===== src/rtl/uart_frame_pkg.sv =====
// Shared state encoding, header constants and header validity rule for the UART frame loader.
// Defining UART_FRAME_CHECKSUM_EN adds the CSUM state used by the trailing XOR checksum byte.
package uart_frame_pkg;

    typedef enum logic [3:0] {
        IDLE   = 4'd0,
        W_HI   = 4'd1,
        W_LO   = 4'd2,
        H_HI   = 4'd3,
        H_LO   = 4'd4,
        CHECK  = 4'd5,
        PIXELS = 4'd6,
`ifdef UART_FRAME_CHECKSUM_EN
        CSUM   = 4'd7,
`endif
        DONE   = 4'd8,
        ERR    = 4'd9
    } frameState_t;

    localparam logic [7:0]  SYNC_BYTE_DEFAULT = 8'hA5;
    localparam int          HDR_LEN           = 4;
    localparam logic [31:0] TOTAL_MIN         = 32'd1;

    // A frame is rejected when it carries no pixels or more pixels than the buffer holds.
    function automatic logic headerInvalid(input logic [31:0] total, input int unsigned addrW);
        logic [63:0] limit;
        limit = 64'd1 << addrW;
        return (total < TOTAL_MIN) || ({32'd0, total} > limit);
    endfunction

endpackage


===== src/rtl/uart_byte_strobe.sv =====
// Turns the receiver's byte-done level into a single-cycle strobe and captures the byte.
// The edge register resets high so a level already present at reset release is ignored.
module uart_byte_strobe (
    input  logic       clk,
    input  logic       rst,
    input  logic       rx_done,
    input  logic [7:0] rx_data,
    output logic       byte_stb,
    output logic [7:0] byte_q
);

    logic rxDoneQ;

    assign byte_stb = rx_done & ~rxDoneQ;

    always_ff @(posedge clk or posedge rst) begin
        if (rst) begin
            rxDoneQ <= 1'b1;
            byte_q  <= '0;
        end else begin
            rxDoneQ <= rx_done;
            if (byte_stb) begin
                byte_q <= rx_data;
            end
        end
    end

endmodule


===== src/rtl/uart_frame_loader.sv =====
// Parses sync/width/height/pixels from the UART byte stream and writes pixels to the frame buffer.
// Optional UART_FRAME_CHECKSUM_EN: a trailing XOR checksum byte decides between DONE and ERR.
module uart_frame_loader
    import uart_frame_pkg::*;
#(
    parameter int         ADDR_W    = 16,
    parameter logic [7:0] SYNC_BYTE = SYNC_BYTE_DEFAULT
) (
    input  logic              clk,
    input  logic              rst,
    input  logic              rx_done,
    input  logic [7:0]        rx_data,
    output logic              mem_we,
    output logic [ADDR_W-1:0] mem_addr,
    output logic [7:0]        mem_wdata,
    output logic [15:0]       img_width,
    output logic [15:0]       img_height,
    output logic              busy,
    output logic              frame_done,
    output logic              frame_err
);

    frameState_t stateReg, stateNext;

    logic                     byteStb;
    logic [7:0]               byteQ;
    logic [HDR_LEN-2:0][7:0]  hdrReg;
    logic [15:0]              imgWidthReg, imgHeightReg;
    logic [31:0]              total;
    logic [ADDR_W-1:0]        pixCntReg, lastAddrReg, memAddrReg;
    logic                     memWeReg, lastWrReg;
    logic                     hdrShift, pixAccept;

    uart_byte_strobe uStrobe (
        .clk      (clk),
        .rst      (rst),
        .rx_done  (rx_done),
        .rx_data  (rx_data),
        .byte_stb (byteStb),
        .byte_q   (byteQ)
    );

    assign total     = 32'(imgWidthReg) * 32'(imgHeightReg);
    assign hdrShift  = byteStb && (stateReg inside {W_HI, W_LO, H_HI});
    // A strobe landing on a write cycle is dropped so writes never run back to back.
    assign pixAccept = byteStb && (stateReg == PIXELS) && !memWeReg;

`ifdef UART_FRAME_CHECKSUM_EN
    logic [7:0] csumReg;
    logic       csumTake;

    assign csumTake = pixAccept || (byteStb && (stateReg inside {W_HI, W_LO, H_HI, H_LO}));

    always_ff @(posedge clk or posedge rst) begin
        if (rst) begin
            csumReg <= '0;
        end else if (stateReg == IDLE) begin
            csumReg <= '0;
        end else if (csumTake) begin
            csumReg <= csumReg ^ rx_data;
        end
    end
`endif

    always_ff @(posedge clk or posedge rst) begin
        if (rst) begin
            stateReg <= IDLE;
        end else begin
            stateReg <= stateNext;
        end
    end

    always_comb begin
        stateNext  = stateReg;
        busy       = 1'b0;
        frame_done = 1'b0;
        frame_err  = 1'b0;
        unique case (stateReg)
            IDLE: begin
                if (byteStb && (rx_data == SYNC_BYTE)) begin
                    stateNext = W_HI;
                end
            end
            W_HI: begin
                busy = 1'b1;
                if (byteStb) stateNext = W_LO;
            end
            W_LO: begin
                busy = 1'b1;
                if (byteStb) stateNext = H_HI;
            end
            H_HI: begin
                busy = 1'b1;
                if (byteStb) stateNext = H_LO;
            end
            H_LO: begin
                busy = 1'b1;
                if (byteStb) stateNext = CHECK;
            end
            CHECK: begin
                busy      = 1'b1;
                stateNext = headerInvalid(total, ADDR_W) ? ERR : PIXELS;
            end
            PIXELS: begin
                busy = 1'b1;
                if (memWeReg && lastWrReg) begin
`ifdef UART_FRAME_CHECKSUM_EN
                    stateNext = CSUM;
`else
                    stateNext = DONE;
`endif
                end
            end
`ifdef UART_FRAME_CHECKSUM_EN
            CSUM: begin
                busy = 1'b1;
                if (byteStb) stateNext = (rx_data == csumReg) ? DONE : ERR;
            end
`endif
            DONE: begin
                frame_done = 1'b1;
                stateNext  = IDLE;
            end
            ERR: begin
                frame_err = 1'b1;
                stateNext = IDLE;
            end
            default: stateNext = IDLE;
        endcase
    end

    always_ff @(posedge clk or posedge rst) begin
        if (rst) begin
            hdrReg       <= '0;
            imgWidthReg  <= '0;
            imgHeightReg <= '0;
            pixCntReg    <= '0;
            lastAddrReg  <= '0;
            memAddrReg   <= '0;
            memWeReg     <= 1'b0;
            lastWrReg    <= 1'b0;
        end else begin
            memWeReg <= 1'b0;
            if (hdrShift) begin
                hdrReg <= {hdrReg[HDR_LEN-3:0], rx_data};
            end
            // Width/height become visible only once the whole header has arrived.
            if (byteStb && (stateReg == H_LO)) begin
                imgWidthReg  <= {hdrReg[2], hdrReg[1]};
                imgHeightReg <= {hdrReg[0], rx_data};
            end
            if (stateReg == CHECK) begin
                pixCntReg   <= '0;
                lastAddrReg <= ADDR_W'(total - 32'd1);
            end
            if (pixAccept) begin
                memWeReg   <= 1'b1;
                memAddrReg <= pixCntReg;
                lastWrReg  <= (pixCntReg == lastAddrReg);
                pixCntReg  <= pixCntReg + 1'b1;
            end
        end
    end

    assign mem_we     = memWeReg;
    assign mem_addr   = memAddrReg;
    assign mem_wdata  = byteQ;
    assign img_width  = imgWidthReg;
    assign img_height = imgHeightReg;

endmodule


===== config.mk =====
export PLATFORM = sky130hd
export DESIGN_NAME = uart_frame_loader
export DESIGN_NICKNAME = d
export VERILOG_FILES = /design/src/rtl/uart_frame_pkg.sv /design/src/rtl/uart_byte_strobe.sv /design/src/rtl/uart_frame_loader.sv
export SDC_FILE = /design/constraint.sdc
export NUM_CORES = 1
export LEC_CHECK = 0
export CAP_MARGIN = 30
export CORE_ASPECT_RATIO = 1.25
export CORE_UTILIZATION = 30
export CTS_BUF_LIST = sky130_fd_sc_hd__clkbuf_8
export DETAILED_ROUTE_END_ITERATION = 10
export PLACE_DENSITY = 0.51
export SLEW_MARGIN = 20
export SYNTH_ARGS = -nofsm -noshare
export SYNTH_HDL_FRONTEND = slang
export SYNTH_HIERARCHICAL = 1
export SYNTH_SLANG_ARGS = --single-unit
export TNS_END_PERCENT = 30

===== constraint.sdc =====
create_clock -name clk -period 13.32 [get_ports clk]
set_input_delay 2.664 -clock clk [delete_from_list [all_inputs] [get_ports clk]]
set_output_delay 2.664 -clock clk [all_outputs]
set_load 0.03 [all_outputs]

=== Yosys cells after proc, flatten, opt, wreduce, memory -nomap -nowiden ===
Index checks and enable logic that the tools add are counted.

* Input bits: 11
* Bits in registers: 119
* Output and inout port bits: 60
* Word-level logic and storage cells: 63

* $mul: 1
* Bitwise operators: 2
* Multiplexer cells: 14
* Reductions and logical operators: 13
* Equal/unequal tests: 16
* $add $sub $neg: 2
* Magnitude comparators: 2

{| class="wikitable"
|+ Operators by type and width
! kind !! count
|-
| > comparator 32 x 17 -> 1 bit (second input constant) || 1
|-
| less-than comparator 32 x 1 -> 1 bit (second input constant) || 1
|-
| multiplier 16 x 16 -> 32 bit || 1
|-
| two-way mux 16 bit || 2
|-
| two-way mux 4 bit || 7
|-
| one-hot mux 4 bit (7 select lines) || 1
|-
| adder 16 x 1 -> 16 bit (second input constant) || 1
|-
| == test 16 bit || 1
|-
| subtractor 16 x 1 -> 16 bit (second input constant) || 1
|-
| == test 4 x 3 -> 1 bit (second input constant) || 3
|-
| inequality test 2 bit (second input constant) || 5
|-
| == test 4 x 2 -> 1 bit (second input constant) || 2
|-
| == test 4 bit (second input constant) || 2
|-
| == test 8 bit (second input constant) || 1
|-
| logical AND 1 bit || 6
|-
| AND reduction 6 bit || 1
|-
| OR reduction 6 bit || 1
|-
| == test 4 x 1 -> 1 bit (second input constant) || 1
|-
| zero test 4 bit || 1
|-
| two-way mux 1 bit || 4
|-
| nonzero test 3 bit || 1
|-
| inequality test 2 x 1 -> 1 bit (second input constant) || 1
|-
| nonzero test 2 bit || 1
|-
| AND 1 bit || 1
|-
| 3 further kinds || 3
|}

=== Depth between registers and ports, before layout ===
Gate-level depths: netlist of run 1.

* Depth after elaboration: 5
* Mapped depth: 25
* Gate-level depth less buffers: 23

=== By module ===
Netlist of run 1, hierarchy kept.

{| class="wikitable"
|+ By module, submodules not included
! module !! area each (um2) !! seq. area each (um2) !! instances !! cells an instance
|-
| uart_frame_loader || 13,782.0 || 2,752.6 || 1 || 1,505
|-
| uart_byte_strobe || 384.1 || 226.5 || 1 || 20
|}

=== Worst setup path after synthesis of run 1 ===
OpenSTA, ideal clock, no wires.

* Path type: register to register
* From: register imgWidthReg[7] (netlist: img_width[7])
* To: register stateReg[0]
* Stages on the path, launching flop included: 22
* Library setup time: 76 ps
* Buffers on the path: 2
* Required time: 13,244 ps
* Period minus slack after synthesis: 6,715 ps
* Slack: 6,605 ps
* Arrival: 6,639 ps
* Cell sequence: dfrtp_1 clkbuf_1 nand2_1 fa_1 fa_1 fa_1 inv_1 ha_1 fa_1 inv_1 fa_1 inv_1 ha_1 clkbuf_1 nor2_1 a2111oi_0 o311ai_1 or4b_4 nor4_2 mux2_1 and4_1 o21ai_1

* Cells in the longest elaborated chain, start to end: 5
* Elaborated cells between the ends (all ways): 6
* Those cells by class: mul (1); order compare (2); mux (2); reduce/logical (1)

{| class="wikitable"
|+ Ends and longest elaborated chain
! what !! line !! text
|-
| start: declaration || uart_frame_loader.sv:28 || <nowiki>logic [15:0] imgWidthReg, imgHeightReg;</nowiki>
|-
| start signal: assignment || uart_frame_loader.sv:149 || <nowiki>imgWidthReg <= {hdrReg[2], hdrReg[1]};</nowiki>
|-
| multiplier 16 x 16 -> 32 bit * || uart_frame_loader.sv:43 || <nowiki>assign total = 32'(imgWidthReg) * 32'(imgHeightReg);</nowiki>
|-
| less-than comparator 32 x 1 -> 1 bit or > comparator 32 x 17 -> 1 bit (tied branches) || uart_frame_pkg.sv:28 || <nowiki>return (total < TOTAL_MIN) || ({32'd0, total} > limit);</nowiki>
|-
| logical OR 1 bit * || uart_frame_pkg.sv:28 ||
|-
| two-way mux 4 bit * || uart_frame_loader.sv:102 || <nowiki>stateNext = headerInvalid(total, ADDR_W) ? ERR : PIXELS;</nowiki>
|-
| one-hot mux 4 bit (7 select lines) * || uart_frame_loader.sv:78 || <nowiki>unique case (stateReg)</nowiki>
|-
| end signal: assignment || uart_frame_loader.sv:69 || <nowiki>stateReg <= stateNext;</nowiki>
|-
| end: declaration || uart_frame_loader.sv:23 || <nowiki>frameState_t stateReg, stateNext;</nowiki>
|}

Every way passes the cells marked *; elsewhere a longest branch is shown, timed or not.
A chain may end at the register's enable or synchronous reset.

=== Final worst setup path of run 1 ===
* From: register imgWidthReg[9] (netlist: img_width[9])
* To: register stateReg[1]

Same word-level chain as after synthesis.

==> results.py, run 1 <==
metrics = {
    "logic_synthesis": {
        "synth.distinct_cells": 69,
        "synth_edf_count": 0,
        "syn_area_mm2": 0.01417,
        "synth.mux.area_fraction_pct": 5.609,
        "synth_top_family_by_area": "adder cells",
        "synth_commonest_cells": "inv_1 (243), nand2_1 (243), fa_1 (194)",
        "ys_seq_elements": 119,
        "synth_cells": 1525,
        "synth_top_cell_by_area": "fa_1",
        "synth_top_cell_area_share_pct": 27.42,
        "synthTopCellsByArea": "fa_1 (27%), dfrtp_1 (21%), ha_1 (9.4%), inv_1 (6.4%), nand2_1 (6.4%)",
        "synth_xor_area_share_pct": 2.720,
        "ys_warn_count": 6,
        "synth-seq-area-share_pct": 21.03,
        "synthSimpleGateAreaFrac_pct": 17.35,
        "syn_avg_cell_area_um2": 9.289,
        "synth_compound_area_share_pct": 7.949,
        "synthAdderAreaFrac_pct": 36.78,
        "syn_nets": 1836,
        "async_flop_share_pct": 100.0,
        "ys_dominant_reg_cell": "dfrtp_1",
    },
    "detailed_routing": {
        "ant_nets": 0,
        "vias_per_cell": 4.854,
        "drc": 0,
        "num_vias": 10640,
        "wl_per_cell_um": 17.15,
        "drt_iter0_markers": 618,
        "drtPass1Iterations": 6,
        "wl_um": 37580,
    },
    "pwr": {
        "internal_power_uw": 1920,
        "swShare_pct": 54.02,
        "p_switching_uw": 2256,
        "total_power_uw": 4177,
        "p_comb_share_pct": 70.9,
        "p_clk_share_pct": 9.4,
        "vdd.ir_drop.worst_uv": 149.3,
        "power.leakage_uw": 0.007750,
        "p_per_area_mw_per_mm2": 262.9,
        "seqPwrFrac_pct": 19.7,
    },
    "clock_tree": {
        "cts-htree-levels": 4,
        "hold_buffers": 0,
        "clock_latency_ps": 470,
        "cts_tree": "done",
        "clock-sinks": 119,
        "post_cts_resized": 0,
        "cts-root-buf": "clkbuf_8",
        "cts_setup_buffers": 0,
        "cts_buffer_depth": 2,
        "clkTransAtPathRegs_ps": 80,
        "cts_inserted_buffers": 17,
    },
    "global_route": {
        "met2_usage_pct": 28.75,
        "grt_pass1_wl_um": 60760,
        "busiest_layer": "met2",
        "grt_usage_pct": 16.34,
        "grt_max_degree": 69,
        "antenna_found_initial": 0,
        "grt_pass1_vias": 10960,
        "grt-ovfl-total": 0,
        "met3_usage_pct": 1.896,
        "met1_usage_pct": 20.78,
    },
    "die": {
        "die_y_um": 245.0,
        "num_rows": 88,
        "num_io_pins": 71,
        "die_area_mm2": 0.04810,
        "coreArea_mm2": 0.04635,
        "start_util_pct": 30.56,
        "die_w_um": 196.4,
    },
    "status": {
        "status": "finished, final reports clean",
    },
    "setup_path": {
        "crit_path_start_kind": "flop",
        "crit_type": "reg2reg",
        "r2r_setup_slack_ps": 5720,
        "crit_fanout": 18,
        "end_kind": "flop",
        "cp.arrival_ps": 7990,
        "cp.depth": 19,
        "rr_worst_depth": 19,
        "critPathTopFamily": "adder cells",
        "cp_common_cell": "fa_1",
        "crit_path_end": "stateReg[1]",
        "cpPeakStageDelay_ps": 940,
        "reg2reg_to": "stateReg[1]",
        "worstPathCellList": "nand2_1 > fa_1 > inv_1 > fa_1 > fa_1 > fa_1 > fa_1 > inv_1 > fa_1 > inv_1 > ha_1 > a21oi_1 > o21ai_0 > a221o_1 > or3_1 > a221o_1 > nor4_1 > nand4_1 > o21ai_1",
        "crit_buf_inv": 3,
        "r2r_start": "img_width[9]",
        "startpoint": "img_width[9]",
        "cpMaxStageDelayCell": "dfrtp_1",
        "worstPathRequired_ps": 13710,
    },
    "place": {
        "gp_congestion": 0.8280,
        "dp_hpwl_um": 28830,
        "port_buffers": 70,
    },
    "timing": {
        "slew_violations": 0,
        "maxSlewHeadroom_pct": 39.96,
        "period_minus_slack_ps": 7598,
        "finClkSkew_ps": 16.21,
        "fin_crit_sh_pct": 57.04,
        "hold_viol": 0,
        "worstMarginPinSlew_ps": 900.7,
        "finalSetupTns_ps": 0,
        "setup_viol": 0,
        "timing.fmax_mhz": 131.6,
        "rsz0062_at_grt": "false",
    },
    "finish": {
        "nets": 1859,
        "antenna_cells": 0,
        "drive_above_1_share_pct": 7.559,
        "area_delta_synth_final_pct": 12.16,
        "fillers": 4756,
    },
    "min_path": {
        "hold_path.class": "reg2reg",
    },
    "job": {
        "maxCapViolCount": 0,
    },
}
[power by group through the flow]
stage                     combinational [µW]  clock, µW  sequential [µW]
after floorplan                         2240          0              669
after global placement                  3010          0              822
after detailed placement                3010          0              827
after CTS                               3030        400              821
after global routing                    3370        413              850
final                                   2960        393              822
[sequential cells by signal, indices dropped and copies added (netlist names)]
name / cells
uStrobe/byte_q: 8
lastAddrReg: 16
img_width: 16
img_height: 16
lastWrReg: 1
uStrobe/rxDoneQ: 1
stateReg: 4
mem_addr: 16
hdrReg: 24
mem_we: 1
pixCntReg: 16
[cells in the final DEF (no fill, tap or decap), types with 4 or more instances in the layout]
cell and n:
a21oi_1 46, and2_1 116, mux2_4 8, a2111oi_0 4
bufinv_16 5, nand2b_1 7, nor2b_1 6, dfrtp_1 118
o21ai_1 4, nor3_1 10, a31oi_1 6, and3_1 9
mux2_2 58, clkdlybuf4s50_1 70, o21a_1 5, xnor2_1 19
o21ai_0 59, or3_1 9, nand3_1 18, a21o_1 10
nor2_1 34, nand4_1 19, o21bai_1 5, clkbuf_8 18
inv_1 245, nand2_1 243, o211ai_1 5, a211oi_1 4
nor4_1 6, buf_4 6, xor2_1 25, fa_1 194
ha_1 106
[final cells by class]
type	instances	area [µm²]	share of cell area, %
inverters	243	914.6	5.756
clock inverters	14	207.7	1.307
repair buffers	77	773.2	4.867
flip-flops and latches	119	2979	18.75
multi-input cells	1090	9978	62.80
clock buffers	18	247.7	1.559
well taps	630	788.3	4.961
[worst reg2reg max path: cells and delay by family, from the launching register on]
kind | cells | cell delay, ps
AOI/OAI and AO/OA | 5 | 1430
adders and majority gates | 7 | 3520
buffers and inverters | 3 | 160
DFF | 1 | 940
and+or+nand+nor | 4 | 1470
[how the worst min path moves through the flow]
stage,depth (start not counted),startpoint,to,slack [ps]
after floorplan,2,lastWrReg,lastWrReg,450
after global placement,2,mem_addr[8],mem_addr[8],460
after detailed placement,2,mem_addr[6],mem_addr[6],460
after CTS,2,mem_addr[6],mem_addr[6],480
after global routing,2,mem_addr[6],mem_addr[6],500
final,2,mem_addr[8],mem_addr[8],470
[logic make-up after synthesis]
kind of cell / Yosys count
compound gates: 179
flops: 119
mux: 68
buf+inv: 316
xor+xnor: 44
simple gates: 499
fa+ha+maj: 300
[through the flow]
| step | cell area (µm²) | setup WS, ps | hold WS [ps] | instances | util, % |
|---|---|---|---|---|---|
| after detailed placement | 15410 | 5787 | 462.1 | 2158 | 33.24 |
| after floorplan | 14170 | 6605 | 450.5 | 1525 | - |
| after global placement | 15410 | 5784 | 461.8 | 2158 | 33.24 |
| final | 15890 | 5722 | 473.6 | 2191 | 34.28 |
| after CTS | 15860 | 5736 | 481.1 | 2190 | 34.22 |
| after global routing | 15890 | 5300 | 504.7 | 2191 | 34.28 |
[layer usage]
layer / up-vias / wire, µm
li1: 4898 / -
met1: 5454 / 16050
met2: 235 / 19310
met3: 49 / 1307
met4: 0 / 913
met5: - / 0
(Power assumes the default switching activity.)
==> run 2: changes to the inputs <==
==> constraint.sdc (replaced) <==
create_clock -name clk -period 7.5 [get_ports clk]
set_input_delay 1.5 -clock clk [delete_from_list [all_inputs] [get_ports clk]]
set_output_delay 1.5 -clock clk [all_outputs]
set_load 0.03 [all_outputs]
==> results.py, run 2 (synthesis results as in run 1) <==
metrics = {
    "clock_tree": {
        "clock-sinks": 119,
        "clock_latency_ps": 480,
        "clkTransAtPathRegs_ps": 80,
        "cts_buffer_depth": 2,
        "cts_tree": "done",
        "cts_setup_buffers": 0,
        "cts-htree-levels": 4,
        "cts-root-buf": "clkbuf_8",
        "cts_inserted_buffers": 17,
        "hold_buffers": 0,
    },
    "finish": {
        "top_register": "hdrReg",
        "fin_util_pct": 34.68,
        "fillers": 4804,
        "final_area_mm2": 0.01608,
        "nets": 1885,
        "largest_reg_flops": 24,
        "area_delta_synth_final_pct": 13.50,
        "drive_above_1_share_pct": 9.830,
        "layout_commonest_cell": "nand2_1",
        "antenna_cells": 0,
        "layout_common_cells": "nand2_1 (243), inv_1 (242), fa_1 (194)",
    },
    "job": {
        "maxCapViolCount": 0,
    },
    "setup_path": {
        "cpPeakStageDelay_ps": 640,
        "end_kind": "flop",
        "crit_type": "reg2reg",
        "crit_path_start_kind": "flop",
        "worstPathCellList": "and2_1 > fa_1 > inv_1 > fa_1 > inv_1 > fa_1 > fa_1 > fa_1 > inv_1 > fa_1 > inv_1 > ha_1 > a21oi_1 > o21ai_0 > a21oi_1 > o31ai_1 > o31ai_1 > mux2_2 > nor4_1 > buf_4 > and4_1 > o21ai_1",
        "cp.arrival_ps": 7430,
        "cpMaxStageDelayCell": "dfrtp_1",
        "r2r_start": "img_width[3]",
        "startpoint": "img_width[3]",
        "cp_common_cell": "fa_1",
        "crit_buf_inv": 5,
        "crit_fanout": 18,
        "critPathTopFamily": "adder cells",
        "worstPathRequired_ps": 7830,
    },
    "pwr": {
        "p_per_area_mw_per_mm2": 465.8,
        "swShare_pct": 53.64,
        "seqPwrFrac_pct": 17.4,
        "vdd.ir_drop.worst_uv": 218.1,
        "power.leakage_uw": 0.007850,
        "internal_power_uw": 3472,
        "p_switching_uw": 4017,
        "total_power_uw": 7489,
        "p_clk_share_pct": 8.6,
        "p_comb_share_pct": 74.0,
    },
    "die": {
        "die_y_um": 245.0,
        "num_io_pins": 71,
        "start_util_pct": 30.56,
        "num_rows": 88,
        "die_area_mm2": 0.04810,
        "coreArea_mm2": 0.04635,
        "die_w_um": 196.4,
    },
    "timing": {
        "rsz0062_at_grt": "false",
        "fin_hold_ws_ps": 472.7,
        "fin_crit_sh_pct": 94.67,
        "hold_viol": 0,
        "maxSlewHeadroom_pct": 42.16,
        "worstMarginPinSlew_ps": 860.3,
        "timing.fmax_mhz": 140.8,
        "finalSetupTns_ps": 0,
        "period_minus_slack_ps": 7101,
        "finClkSkew_ps": 23.65,
        "slew_violations": 0,
        "setup_viol": 0,
    },
    "detailed_routing": {
        "num_vias": 10520,
        "wl_per_cell_um": 16.60,
        "vias_per_cell": 4.745,
        "drc": 0,
        "drt_iter0_markers": 513,
        "drtPass1Iterations": 5,
        "wl_um": 36810,
        "ant_nets": 0,
    },
    "min_path": {
        "min_from": "mem_addr[4]",
        "hold_path.class": "reg2reg",
    },
    "place": {
        "dp_hpwl_um": 29490,
        "port_buffers": 70,
        "gp_congestion": 0.8419,
        "place_area_mm2": 0.01560,
    },
    "global_route": {
        "met2_usage_pct": 28.23,
        "busiest_layer": "met2",
        "grt_usage_pct": 15.93,
        "antenna_found_initial": 0,
        "grt_max_degree": 69,
        "grt-ovfl-total": 0,
        "grt_pass1_vias": 11010,
        "grt_pass1_wl_um": 59850,
        "met3_usage_pct": 1.580,
        "met1_usage_pct": 20.40,
    },
    "status": {
        "status": "finished, final reports clean",
    },
}
-- run 2: changes by cell type in the layout (fill, tap and decap cells not counted) --
cell and delta:
dfrtp_1 -7, dfrtp_2 +7, inv_6 +2, clkinvlp_4 +2, a21oi_1 -1, buf_4 +26
a2111oi_0 -1, a21oi_2 +1, clkbuf_8 +1, bufinv_16 -2, inv_1 -3, a2111oi_2 +1
-- run 2: repair_timing --
| action | 4_1_cts | 5_1_grt |
|---|---|---|
| endpoints found under the hold margin | 0 | 0 |
| setup endpoints to repair | 4 | 4 |
| resized for setup | 1 | 9 |
-- run 2: area by class of cell --
| class | count | area (µm²) | share of cell area (%) |
|---|---|---|---|
| Inverter | 243 | 914.6 | 5.689 |
| Clock buffer | 19 | 261.5 | 1.626 |
| Sequential cell | 119 | 2988 | 18.58 |
| Tap cell | 630 | 788.3 | 4.903 |
| Timing Repair Buffer | 103 | 968.4 | 6.023 |
| Clock inverter | 13 | 168.9 | 1.051 |
| Multi-Input combinational cell | 1090 | 9988 | 62.12 |
-- run 2: per-stage QoR --
step,worst slack (ps),instances
after CTS,32.02,2216
after global placement,118.8,2184
after global routing,15.74,2217
final,399.4,2217
after floorplan,784.8,1525
after detailed placement,-48.43,2184
-- run 2: worst paths after layout --
| kind | to | slack, ps | cells past startpoint |
|---|---|---|---|
| worst max-delay path | stateReg[3] | 400 | 22 |
| worst min-delay path | mem_addr[4] | 470 | 2 |
| worst max register to register | stateReg[3] | 400 | 22 |
| worst min register to register | mem_addr[4] | 470 | 2 |
| max in group asynchronous | mem_addr[15] | 5040 | 4 |
| min in group asynchronous | uStrobe/byte_q[3] | 1380 | 2 |
-- run 2: layer usage --
metal / routed length (µm) / vias up
li1: - / 4953
met1: 16060 / 5376
met2: 19180 / 153
met3: 860 / 37
met4: 708 / 0
met5: 0 / -
-- run 2: power by group through the flow --
stage	Clock [µW]	Sequential [µW]	Combinational, µW
floorplan	0	1190	3970
global placement	0	1310	5540
detailed placement	0	1320	5560
CTS	657	1310	5600
global route	686	1350	6240
finish	641	1310	5540
-- run 2: worst register-to-register path, delay by kind of cell (launching register included) --
family | cells | cell delay (ps)
fa+ha+maj | 7 | 3510
compound gates | 6 | 1190
simple gates | 3 | 840
flops | 1 | 640
buf+inv | 5 | 410
mux | 1 | 380
